### src/rtl/sdfirm_apb_slave.sv
// sdfirm_apb_slave: APB register slave with programmable wait states.
//   Register map (byte offset from BASE_ADDR):
//     0x00 ID (RO), 0x04 STATUS (RO, {err_cnt, wr_cnt}), 0x08.. scratch (RW).
//   Ports:
//     pclk, preset     clock, async active-high reset
//     psel, penable    APB phase controls
//     pwrite, paddr,   transfer direction / byte address / write data
//     pwdata
//     pready, prdata,  completion, read data and error response; the data
//     pslverr          and error outputs are non-zero only while pready=1
module sdfirm_apb_slave #(
  parameter logic [31:0] BASE_ADDR   = 32'h0000_0000,
  parameter int          NUM_REGS    = 8,
  parameter int          WAIT_STATES = 1,
  parameter logic [31:0] ID_VALUE    = 32'h5344_4150
) (
  input  logic        pclk,
  input  logic        preset,
  input  logic        psel,
  input  logic        penable,
  input  logic        pwrite,
  input  logic [31:0] paddr,
  input  logic [31:0] pwdata,
  output logic        pready,
  output logic [31:0] prdata,
  output logic        pslverr
);

  typedef enum logic [1:0] {S_IDLE, S_WAIT, S_READY} state_e;

  localparam logic [3:0]  WS_LOAD = (WAIT_STATES > 0) ? 4'(WAIT_STATES - 1) : 4'd0;
  localparam logic [31:0] SPAN    = 32'(4 * NUM_REGS);

  state_e      state_q, state_d;
  logic [3:0]  cnt_q, cnt_d;
  logic [31:0] addr_q, wdata_q;
  logic        write_q;
  logic [31:0] regs_q [16];
  logic [15:0] wr_cnt_q, err_cnt_q;
  logic [15:0] wr_cnt_d, err_cnt_d;

  logic        setup, access, capture, done;
  logic [31:0] off;
  logic [3:0]  idx;
  logic        hit, err;
  logic [31:0] rd_val;

  assign setup   = psel & ~penable;
  assign access  = psel & penable;
  assign capture = (state_q == S_IDLE) & setup;
  // Completion needs the access phase still held; a dropped psel/penable in
  // READY is an abort and commits nothing.
  assign done    = (state_q == S_READY) & access;

  // ---------------- FSM: state register ----------------
  always_ff @(posedge pclk or posedge preset) begin
    if (preset) begin
      state_q <= S_IDLE;
      cnt_q   <= 4'd0;
    end else begin
      state_q <= state_d;
      cnt_q   <= cnt_d;
    end
  end

  // ---------------- FSM: next state ----------------
  always_comb begin
    state_d = state_q;
    cnt_d   = cnt_q;
    case (state_q)
      S_IDLE: begin
        if (setup) begin
          if (WAIT_STATES > 0) begin
            state_d = S_WAIT;
            cnt_d   = WS_LOAD;
          end else begin
            state_d = S_READY;
          end
        end
      end
      S_WAIT: begin
        if (!access)            state_d = S_IDLE;
        else if (cnt_q == 4'd0) state_d = S_READY;
        else                    cnt_d   = cnt_q - 4'd1;
      end
      S_READY: state_d = S_IDLE;
      default: state_d = S_IDLE;
    endcase
  end

  // ---------------- FSM: outputs ----------------
  always_comb begin
    pready  = done;
    pslverr = done & err;
    prdata  = (done && !err && !write_q) ? rd_val : 32'h0;
  end

  // ---------------- address decode on latched request ----------------
  // addr_q >= BASE_ADDR guarantees the subtraction does not wrap.
  assign off = addr_q - BASE_ADDR;
  assign idx = off[5:2];
  assign hit = (addr_q >= BASE_ADDR) && (off < SPAN) && (addr_q[1:0] == 2'b00);
  assign err = ~hit | (write_q & (idx < 4'd2));

  always_comb begin
    case (idx)
      4'd0:    rd_val = ID_VALUE;
      4'd1:    rd_val = {err_cnt_q, wr_cnt_q};
      default: rd_val = regs_q[idx];
    endcase
  end

  // ---------------- request latch ----------------
  always_ff @(posedge pclk or posedge preset) begin
    if (preset) begin
      addr_q  <= 32'h0;
      wdata_q <= 32'h0;
      write_q <= 1'b0;
    end else if (capture) begin
      addr_q  <= paddr;
      wdata_q <= pwdata;
      write_q <= pwrite;
    end
  end

  // ---------------- scratch registers ----------------
  always_ff @(posedge pclk or posedge preset) begin
    if (preset) begin
      for (int i = 0; i < 16; i++) regs_q[i] <= 32'h0;
    end else if (done && !err && write_q) begin
      for (int i = 2; i < NUM_REGS; i++)
        if (idx == 4'(i)) regs_q[i] <= wdata_q;
    end
  end

  // ---------------- saturating status counters ----------------
  assign wr_cnt_d  = (done && !err && write_q && wr_cnt_q != 16'hFFFF) ?
                     wr_cnt_q + 16'd1 : wr_cnt_q;
  assign err_cnt_d = (done && err && err_cnt_q != 16'hFFFF) ?
                     err_cnt_q + 16'd1 : err_cnt_q;

  always_ff @(posedge pclk or posedge preset) begin
    if (preset) begin
      wr_cnt_q  <= 16'h0;
      err_cnt_q <= 16'h0;
    end else begin
      wr_cnt_q  <= wr_cnt_d;
      err_cnt_q <= err_cnt_d;
    end
  end

endmodule

### config.mk
export PLATFORM = sky130hd
export DESIGN_NAME = sdfirm_apb_slave
export DESIGN_NICKNAME = d
export VERILOG_FILES = /design/src/rtl/sdfirm_apb_slave.sv
export SDC_FILE = /design/constraint.sdc
export NUM_CORES = 1
export LEC_CHECK = 0
export ABC_CLOCK_PERIOD_IN_PS = 12900
export BUFFER_PORTS_ARGS = -buffer_cell sky130_fd_sc_hd__clkbuf_2
export CORE_MARGIN = 10
export CORE_UTILIZATION = 25
export CTS_CLUSTER_SIZE = 25
export DETAILED_ROUTE_END_ITERATION = 8
export GPL_TIMING_DRIVEN = 0
export REMOVE_ABC_BUFFERS = 1
export SYNTH_ARGS = -nofsm -noshare
export SYNTH_HDL_FRONTEND = slang
export SYNTH_SLANG_ARGS = --single-unit
export TNS_END_PERCENT = 10
### constraint.sdc
create_clock -name pclk -period 12.9 [get_ports pclk]
set_input_delay 3.87 -clock pclk [delete_from_list [all_inputs] [get_ports pclk]]
set_output_delay 3.87 -clock pclk [all_outputs]
set_load 0.01 [all_outputs]
-- After elaboration in Yosys (flattened, before gate mapping)
Index checks and enable logic that the tools add are counted.
- bits in registers: 295
- input bits: 69
- output and inout port bits: 34
- logic and storage cells: 81
- add/subtract/negate cells: 3
- magnitude comparators: 4
- equal/unequal tests: 15
- mux-type cells: 13
- bitwise logic cells: 10
- reduce and logical (&&, ||, !) cells: 23
- operators by type and width (cell ; number):
    $bmux 32 s4 ; 1
    $mux 32 ; 3
    $pmux 32 s2 ; 1
    $add 16x1->16 const B ; 2
    $ge 32x1->1 const B ; 1
    $lt 32x6->1 const B ; 1
    $ne 16x16->1 const B ; 2
    $eq 4x3->1 const B ; 4
    $reduce_and 2->1 ; 7
    $mux 4 ; 3
    $eq 4x2->1 const B ; 2
    $logic_and 1x1->1 ; 8
    $logic_not 4->1 ; 2
    $pmux 4 s2 ; 1
    $and 1x1->1 ; 6
    $mux 2 ; 3
    $ne 2x2->1 const B ; 3
    $ge 5x5->1 const B ; 1
    $not 4->5 ; 1
    $eq 4x1->1 const B ; 1
    $logic_not 2->1 ; 2
    $lt 4x2->1 const B ; 1
    $pmux 2 s2 ; 1
    $reduce_and 4->1 ; 1
    8 further kinds ; 10

-- Depth between registers and ports, before layout
Gate-level depths: netlist (run 1).
- depth in word-level cells: 9
- gate-level depth with buffers: 9
- mapped depth without buffers: 9

-- Least setup slack after synthesis (run 1)
No wires, ideal clock.
- kind: in2out
- from: in psel
- to: out prdata[14]
- data arrival time: 5.154 ns
- path slack: 3.876 ns
- stages: 5
- cells stage by stage: nand4b_1 -> nor3_4 -> nand2b_1 -> clkbuf_1 -> nor3_1
- word-level cells in the longest chain between the ends: 5
- RTL lines (what ; line ; RTL):
    from (decl) ; 19 ; input logic psel,
    $and 1x1->1 ; 49 ; assign access = psel & penable;
    $and 1x1->1 ; 53 ; assign done = (state_q == S_READY) & access;
    $logic_and 1x1->1 (2 in series) ; 95 ; prdata = (done && !err && !write_q) ? rd_val : 32'h0;
    $mux 32 ; 95 ;
    to (decl) ; 25 ; output logic [31:0] prdata,
Every way passes these cells.

-- Worst setup path after layout (run 1)
- from: in penable
- to: out prdata[4]
- word-level cells in the longest chain between the ends: 5
- RTL lines (what ; line ; RTL):
    from (decl) ; 20 ; input logic penable,
    $and 1x1->1 ; 49 ;
    $and 1x1->1 ; 53 ;
    $logic_and 1x1->1 (2 in series) ; 95 ;
    $mux 32 ; 95 ;
Every way passes these cells.

==> results of run 1 <==
## power groups by stage
stage / clock [mW] / combinational (mW) / sequential (mW)
after floorplan: 0 / 0.144 / 1.06
after global placement: 0 / 0.198 / 1.10
after detailed placement: 0 / 0.230 / 1.08
after CTS: 0.987 / 0.231 / 1.07
after global routing: 1.02 / 0.246 / 1.08
final: 0.956 / 0.224 / 1.07
## layout by cell type, fill, tap and decap left out, drive strengths merged, types with 2 or more instances in the layout
master | Yosys | final
nor2b | 3 | 3
mux2i | 32 | 32
xor2 | 10 | 10
clkbuf | 24 | 155
buf | 34 | 16
nor4 | 8 | 8
mux4 | 32 | 32
ha | 3 | 3
dfrtp | 295 | 295
and2 | 3 | 3
inv | 7 | 7
clkinv | 1 | 6
nand3 | 18 | 18
or3 | 4 | 4
nand4 | 13 | 13
a21oi | 64 | 64
nand2b | 3 | 3
mux2 | 258 | 258
nor2 | 89 | 89
clkinvlp | 0 | 2
xnor2 | 22 | 22
and3 | 10 | 10
nor3 | 17 | 17
o21ai | 4 | 4
nand2 | 12 | 12
## cells by family (layout without fill, tap and decap cells)
logic type	count (synthesis)	in the layout	synth area share (%)
AO/OA/AOI/OAI	72	72	2.81
XOR/XNOR	32	32	2.11
multiplexers	322	322	29.8
buffers and inverters	66	187	2.53
flip-flops	295	295	55.7
adder cells (fa/ha/maj)	3	3	0.283
AND/OR/NAND/NOR	187	187	6.78
## flip-flops by register name, summed over array words and instances, names as in the netlist
register / flops
state_q: 2
cnt_q: 4
addr_q: 32
wdata_q: 32
regs_q: 192
err_cnt_q: 16
write_q: 1
wr_cnt_q: 16
## layout make-up
class / instances / area, um^2
Fill cell: 5319 / 36700
Clock buffer: 53 / 1040
Timing Repair Buffer: 118 / 860
Inverter: 8 / 37.5
Multi-Input combinational cell: 616 / 5560
Tap cell: 688 / 861
Sequential cell: 295 / 7390
Clock inverter: 8 / 70.1
## worst paths after layout
kind	endpoint	slack (ps)	cells past startpoint
setup / recovery	prdata[4]	2790	7
hold / removal	regs_q[349]$_DFFE_PP0P_	480	1
setup reg to reg	regs_q[332]$_DFFE_PP0P_	9220	6
hold reg to reg	regs_q[349]$_DFFE_PP0P_	480	1
max in group asynchronous	addr_q[3]$_DFFE_PP0P_	8280	3
min in group asynchronous	state_q[1]$_DFFE_PP0P_	3470	2
## metal layers
layer,up-vias,share of wire [%]
li1,3713,-
met5,-,0
met2,122,49
met3,40,3.9
met4,0,1.6
met1,4305,46
## worst max-delay path, stage by stage
cell      delay (ps)
clkbuf_2         110
nand4b_1         470
nor3_4           530
nand2b_2         300
buf_12           270
nor3_1           450
clkbuf_2         230
## synth_stat cells, drive strengths merged, types with 3 or more instances
cell type / n
a21oi: 64
and2: 3
and3: 10
buf: 34
clkbuf: 24
dfrtp: 295
ha: 3
inv: 7
mux2: 258
mux2i: 32
mux4: 32
nand2: 12
nand2b: 3
nand3: 18
nand4: 13
nor2: 89
nor2b: 3
nor3: 17
nor4: 8
o21ai: 4
or3: 4
xnor2: 22
xor2: 10
## metrics by stage
stage,instance area (um^2),power [mW]
2_1_floorplan,12900,1.21
3_3_place_gp,14300,1.30
3_5_place_dp,14700,1.31
4_1_cts,15800,2.28
5_1_grt,15800,2.35
6_report,15800,2.25
==> summary.md, run 1 <==
| Metric | Value |
|---|---|
| Gate Count Post-Synth | `slightly below 1000` |
| Actual slew at the worst max-slew pin | `just over 1000 ps` |
| Final WS setup | `2790 ps` |
| Core area | `about 0.053 mm^2` |
| Share of the synthesized area in the top cell type | `between 50% and 60%` |
| Sequential share of power | `a little under half` |
| DRC errors left | `0` |
| Diodes inserted | `0` |
| Post-Layout Cell Count | `roughly 1800` |
| DIE WIDTH | `roughly 250 um` |
| H-tree Lvls | `2` |
| Clock Power Share | `a little over two fifths` |
| Largest net degree at the start of global routing | `about 120` |
| Clk Latency, worst-skew pair | `roughly 520 ps` |
| Vias in the first global route | `around 8900` |
| CTS root buf | `clkbuf_16` |
| Clock Skew | `15.2 ps` |
| Layout area overhead | `19.3%` |
| Number of instances in the placed design | `1725` |
| Drt pass-1 iters | `4` |
| Syn Std Cell Area | `about 0.013 mm^2` |
| CP arrival | `roughly 6200 ps` |
| Synth Flop Type | `dfrtp_1` |
| Via-to-Cell Ratio | `around 4.6` |
| CTS tree | `yes` |
| Hold_buf cts | `0` |
| Total number of vias | `around 8200` |
| Setup bufs post-CTS | `0` |
| Global-route wire length before repair | `~52 mm` |
| Antenna violations before repair | `0` |
| Resized Gates After CTS | `0` |
| Hold slack | `483 ps` |
| Combinational share of power | `between 10% and 20%` |
| Nets | `~1100` |
| Fin crit share | `78.4%` |
| Yosys warns | `320` |
| Peak supply drop | `66.9 uV` |
| Pwr dens | `around 140 mW/mm^2` |
| Power Internal | `around 1.7 mW` |
| Hold Violations, Final | `0` |
| Startpoint types | `input pin` |
| Routed len/inst | `~18 um` |
| Dominant cell type by area after synthesis | `dfrtp_1` |
| Core Util, Final | `roughly 30%` |
| Ys async rst share | `between 90% and 100%` |
| Final setup fails | `0` |
| Clk buf depth | `3` |
| Worst slew margin | `~30%` |
| Net Sw Frac | `approximately a quarter` |
| Initial Util | `about 25%` |
| Met2 GRT Util | `approximately 17%` |
| Synth cell types | `slightly above 40` |
| Layout cell share with drive strength beyond 1 | `42.5%` |
| Row count | `84` |
| Setup TNS | `0 ps` |
| CTS Sinks | `295` |
| CP Class | `input pin to output pin` |
| GR Util All Layers | `between 10% and 20%` |
| Syn avg cell area | `13.6 um^2` |
| Overall die height | `250 um` |
| Final slew viol count | `0` |
| Worst setup path start | `penable` |
| Min-delay worst type | `flop to flop` |
| DP Worst Slack | `around 2800 ps` |
| Detail Route Antenna Nets | `0` |
| I/O Buffers | `roughly 100` |
| CTS Buf Count | `35` |
| Critical Path End Type | `output pin` |
| Die ar. | `0.0626 mm^2` |
| GP Congestion | `between 0.7 and 0.8` |
| Hpwl dp | `about 22 mm` |
| Maximum clock frequency | `~99 MHz` |
| Top cells by area, synth | `dfrtp_1 (56%), mux2_2 (21%), mux4_2 (5.4%), nor2_1 (2.5%), a21oi_1 (2.4%)` |
| GRT busiest layer | `met2` |
| Worst-path clk slew | `60 ps` |
| Post-synthesis sequential area ratio | `a little under three fifths` |
| DRT iter0 DRCs | `approximately 390` |
| Crit-path max FO | `23` |
| FF+latch count, synth | `between 200 and 300` |
| Number of flops mapped to enable cells by yosys | `0` |
| Sw power | `roughly 0.6 mW` |
| GR Util met1 | `roughly 14%` |
| Met3 Usage GRT | `between 1.5 and 2%` |
| Leakage | `about 7.4 nW` |
| Worst endpoint required time | `about 9000 ps` |
| Status | `finished clean` |
| Unrepaired setup endpoints after global routing | `no` |
| Hold wc startpoint | `regs_q[349]$_DFFE_PP0P_` |
| Tmin final | `roughly 10000 ps` |
| Top-level I/O count | `about 100` |
| Max-cap violation count | `0` |
| Total gr overflow | `0` |
| Worst R2R Start | `addr_q[2]$_DFFE_PP0P_` |
| Total Routed Length | `roughly 33 mm` |
Power figures use the tool's default switching activity.
==> inputs of run 2 (changes only) <==
--- a/config.mk
+++ b/config.mk
@@ -5,7 +5,8 @@
 export SDC_FILE = /design/constraint.sdc
 export NUM_CORES = 1
 export LEC_CHECK = 0
-export ABC_CLOCK_PERIOD_IN_PS = 12900
+export ABC_AREA = 1
+export ABC_CLOCK_PERIOD_IN_PS = 10180
 export BUFFER_PORTS_ARGS = -buffer_cell sky130_fd_sc_hd__clkbuf_2
 export CORE_MARGIN = 10
 export CORE_UTILIZATION = 25
==> constraint.sdc (replaced) <==
create_clock -name pclk -period 10.18 [get_ports pclk]
set_input_delay 3.054 -clock pclk [delete_from_list [all_inputs] [get_ports pclk]]
set_output_delay 3.054 -clock pclk [all_outputs]
set_load 0.01 [all_outputs]
==> summary.md, run 2 <==
| Metric | Value |
|---|---|
| Metal2 WL | `22.0 mm (+37%)` |
| Overall die height | `260 um (+4.0%)` |
| Tmin final | `a little under 9000 ps` |
| Antenna violations before repair | `0 (unchanged)` |
| I/O Buffers | `102 (unchanged)` |
| Power Internal | `2.09 mW (+26%)` |
| CTS root buf | `clkbuf_16` |
| Layout cell share with drive strength beyond 1 | `15.7% (-27 points)` |
| Gate Count Post-Synth | `1737 (+78%)` |
| Synth Flop Type | `dfrtp_1` |
| Post-synthesis sequential area ratio | `51.2% (-4.5 points)` |
| Peak supply drop | `139 uV (+110%)` |
| Worst slew margin | `15.1% (-15 points)` |
| Critical-path cell list | `clkbuf_2 -> nand2_1 -> inv_1 -> nand3_1 -> nor3_2 -> buf_6 -> buf_6 -> nand2_2 -> nor2_1 -> clkbuf_2` |
| GP Congestion | `0.809 (+11%)` |
| Crit-path max FO | `32 (+39%)` |
| Commonest non-fill, non-tap cells in the layout | `nand2_1 (658), dfrtp_1 (294), nand4_1 (221), nor2_1 (126), clkbuf_2 (102)` |
| Nets | `1882 (+64%)` |
| Final setup fails | `0 (unchanged)` |
| Clock Power Share | `39.5% (-3.0 points)` |
| Syn Std Cell Area | `0.0144 mm^2 (+8.8%)` |
| Sw power | `0.924 mW (+57%)` |
| Hpwl dp | `31.0 mm (+41%)` |
| Top-count cell post-synth | `nand2_1` |
| Setup bufs post-CTS | `0 (unchanged)` |
| Dominant cell type by area after synthesis | `dfrtp_1` |
| CP arrival | `5780 ps (-460 ps)` |
| Fin crit share | `between 80% and 90%` |
| Die ar. | `0.0677 mm^2 (+8.1%)` |
| Number of flops mapped to enable cells by yosys | `0 (unchanged)` |
| Top routing layer used | `met4` |
| Total number of vias | `13000 (+59%)` |
| CTS Sinks | `295 (unchanged)` |
| Combinational share of power | `15.0% (+5.0 points)` |
| WP buf/inv | `5 (+2)` |
| Net Sw Frac | `30.6% (+4.5 points)` |
| Synth cell types | `25 (-39%)` |
| Final slew viol count | `0 (unchanged)` |
| Ys async rst share | `100% (unchanged)` |
| Resized Gates After CTS | `0 (unchanged)` |
| Detail Route Antenna Nets | `0 (unchanged)` |
| Core area | `0.0567 mm^2 (+7.9%)` |
| Routed len/inst | `18.2 um (-1.3%)` |
| Synth cell count leaders | `nand2_1 (659), dfrtp_1 (295), nand4_1 (221)` |
| Largest Register | `regs_q` |
| Unrepaired setup endpoints after global routing | `no` |
| Hold slack | `478 ps (-5.24 ps)` |
| CP max stage delay | `600 ps (+70 ps)` |
| Biggest regs | `regs_q x192, addr_q x32, wdata_q x32` |
| Hold Violations, Final | `0 (unchanged)` |
| Row count | `87 (+3.6%)` |
| Total gr overflow | `0 (unchanged)` |
| Vias in the first global route | `13000 (+47%)` |
| Leakage | `8.63 nW (+17%)` |
| Max stage delay cell, worst path | `nor3_2` |
| Via-to-Cell Ratio | `5.03 (+9.9%)` |
| Area post-placement | `0.0164 mm^2 (+11%)` |
| Pwr dens | `173 mW/mm^2 (+22%)` |
| DRT iter0 DRCs | `1506 (+280%)` |
| Clk Latency, worst-skew pair | `530 ps (about the same)` |
| Critical Path End Type | `output pin` |
| Max reg flops | `192 (unchanged)` |
| Share of the synthesized area in the top cell type | `51.2% (-4.5 points)` |
| Clk buf depth | `3 (unchanged)` |
| CP top delay family | `simple AND/OR/NAND/NOR gates` |
| Met3 WL | `3.86 mm (+200%)` |
| DP Worst Slack | `1330 ps (-1440 ps)` |
| Largest net degree at the start of global routing | `122 (+6.1%)` |
| Post-route cell area | `0.0175 mm^2 (+10%)` |
| H-tree Lvls | `2 (unchanged)` |
| Final WS setup | `1340 ps (-1450 ps)` |
| Layout area overhead | `21.0%` |
| Status | `finished clean` |
| Post-Layout Cell Count | `2590 (+45%)` |
| Startpoint types | `input pin` |
| Initial Util | `25.4% (+0.21 points)` |
| Global-route wire length before repair | `75.3 mm (+44%)` |
| CTS Buf Count | `35 (unchanged)` |
| Max-cap violation count | `0 (unchanged)` |
| Diodes inserted | `0 (unchanged)` |
| Yosys warns | `320 (unchanged)` |
| Syn avg cell area | `8.30 um^2 (-39%)` |
| Sequential share of power | `45.5% (-2.0 points)` |
| WL met1 | `20.6 mm (+37%)` |
| Top cells by area, synth | `dfrtp_1 (51%), nand2_1 (17%), nand4_1 (9.6%), mux2_2 (4.7%), nor2_1 (3.4%)` |
| Actual slew at the worst max-slew pin | `1270 ps (+237 ps)` |
| Maximum clock frequency | `between 100 and 150 MHz` |
| Core Util, Final | `30.8% (+0.68 points)` |
| DIE WIDTH | `260 um (+4.0%)` |
| Clock Skew | `17.5 ps (+2.30 ps)` |
| Top-level I/O count | `103 (unchanged)` |
| Worst endpoint required time | `7130 ps (-1900 ps)` |
| Worst-path clk slew | `60 ps (about the same)` |
| Number of instances in the placed design | `2528 (+47%)` |
| GR Util All Layers | `13.8% (+3.4 points)` |
| CTS tree | `yes` |
| Drt pass-1 iters | `6 (+2)` |
| DRC errors left | `0 (unchanged)` |
| CP Class | `input pin to output pin` |
| Total power draw | `3.02 mW (+34%)` |
| Total Routed Length | `47.2 mm (+43%)` |
| FF+latch count, synth | `295 (unchanged)` |
| Setup TNS | `0 ps (unchanged)` |
| Commonest non-fill, non-tap cell in the layout | `nand2_1` |
| Min-delay worst type | `flop to flop` |
| Hold_buf cts | `0 (unchanged)` |
## run 2: final cells by class
type	count	area (um^2)
Fill cell	5896	39300
Sequential cell	295	7390
Multi-Input combinational cell	1265	6430
Timing Repair Buffer	163	1430
Clock buffer	58	1050
Tap cell	756	946
Inverter	50	195
Clock inverter	3	15.0
## run 2: cell families (layout without fill, tap and decap cells)
group | count (synthesis) | after routing | share of synthesized area [%]
AO/OA/AOI/OAI | 119 | 119 | 5.83
XOR/XNOR | 23 | 23 | 1.40
adder cells (fa/ha/maj) | 3 | 3 | 0.260
buffers and inverters | 177 | 274 | 4.75
flip-flops | 295 | 295 | 51.2
multiplexers | 60 | 60 | 4.68
AND/OR/NAND/NOR | 1060 | 1060 | 31.9
## run 2: power by group through the flow
stage | registers [mW] | clock network [mW] | logic (mW)
after floorplan | 1.37 | 0 | 0.206
after global placement | 1.42 | 0 | 0.337
after detailed placement | 1.39 | 0 | 0.448
after CTS | 1.37 | 1.22 | 0.449
after global routing | 1.39 | 1.27 | 0.485
final | 1.37 | 1.19 | 0.452
## run 2: layer usage
| layer | vias to the layer above | track usage, % |
|---|---|---|
| met1 | 6415 | 18.7 |
| met4 | 0 | 3.23 |
| met3 | 60 | 3.41 |
| li1 | 6021 | - |
| met2 | 539 | 21.8 |
| met5 | - | 0 |
## run 2: worst reg2reg max path: cells and delay by family, from the launching register on
kind | cells | cell delay [ps]
buffers and inverters | 4 | 1560
AND/OR/NAND/NOR | 4 | 1610
flip-flops | 1 | 980
## run 2: path summary, 6_finish.rpt
path	startpoint	cells past startpoint	slack (ps)	end
max	psel	10	1340	prdata[18]
min	state_q[1]$_DFFE_PP0P_	1	480	state_q[1]$_DFFE_PP0P_
max reg2reg	addr_q[2]$_DFFE_PP0P_	8	5910	regs_q[335]$_DFFE_PP0P_
min reg2reg	state_q[1]$_DFFE_PP0P_	1	480	state_q[1]$_DFFE_PP0P_
max in group asynchronous	preset	4	6120	regs_q[283]$_DFFE_PP0P_
min in group asynchronous	preset	2	2560	addr_q[0]$_DFFE_PP0P_
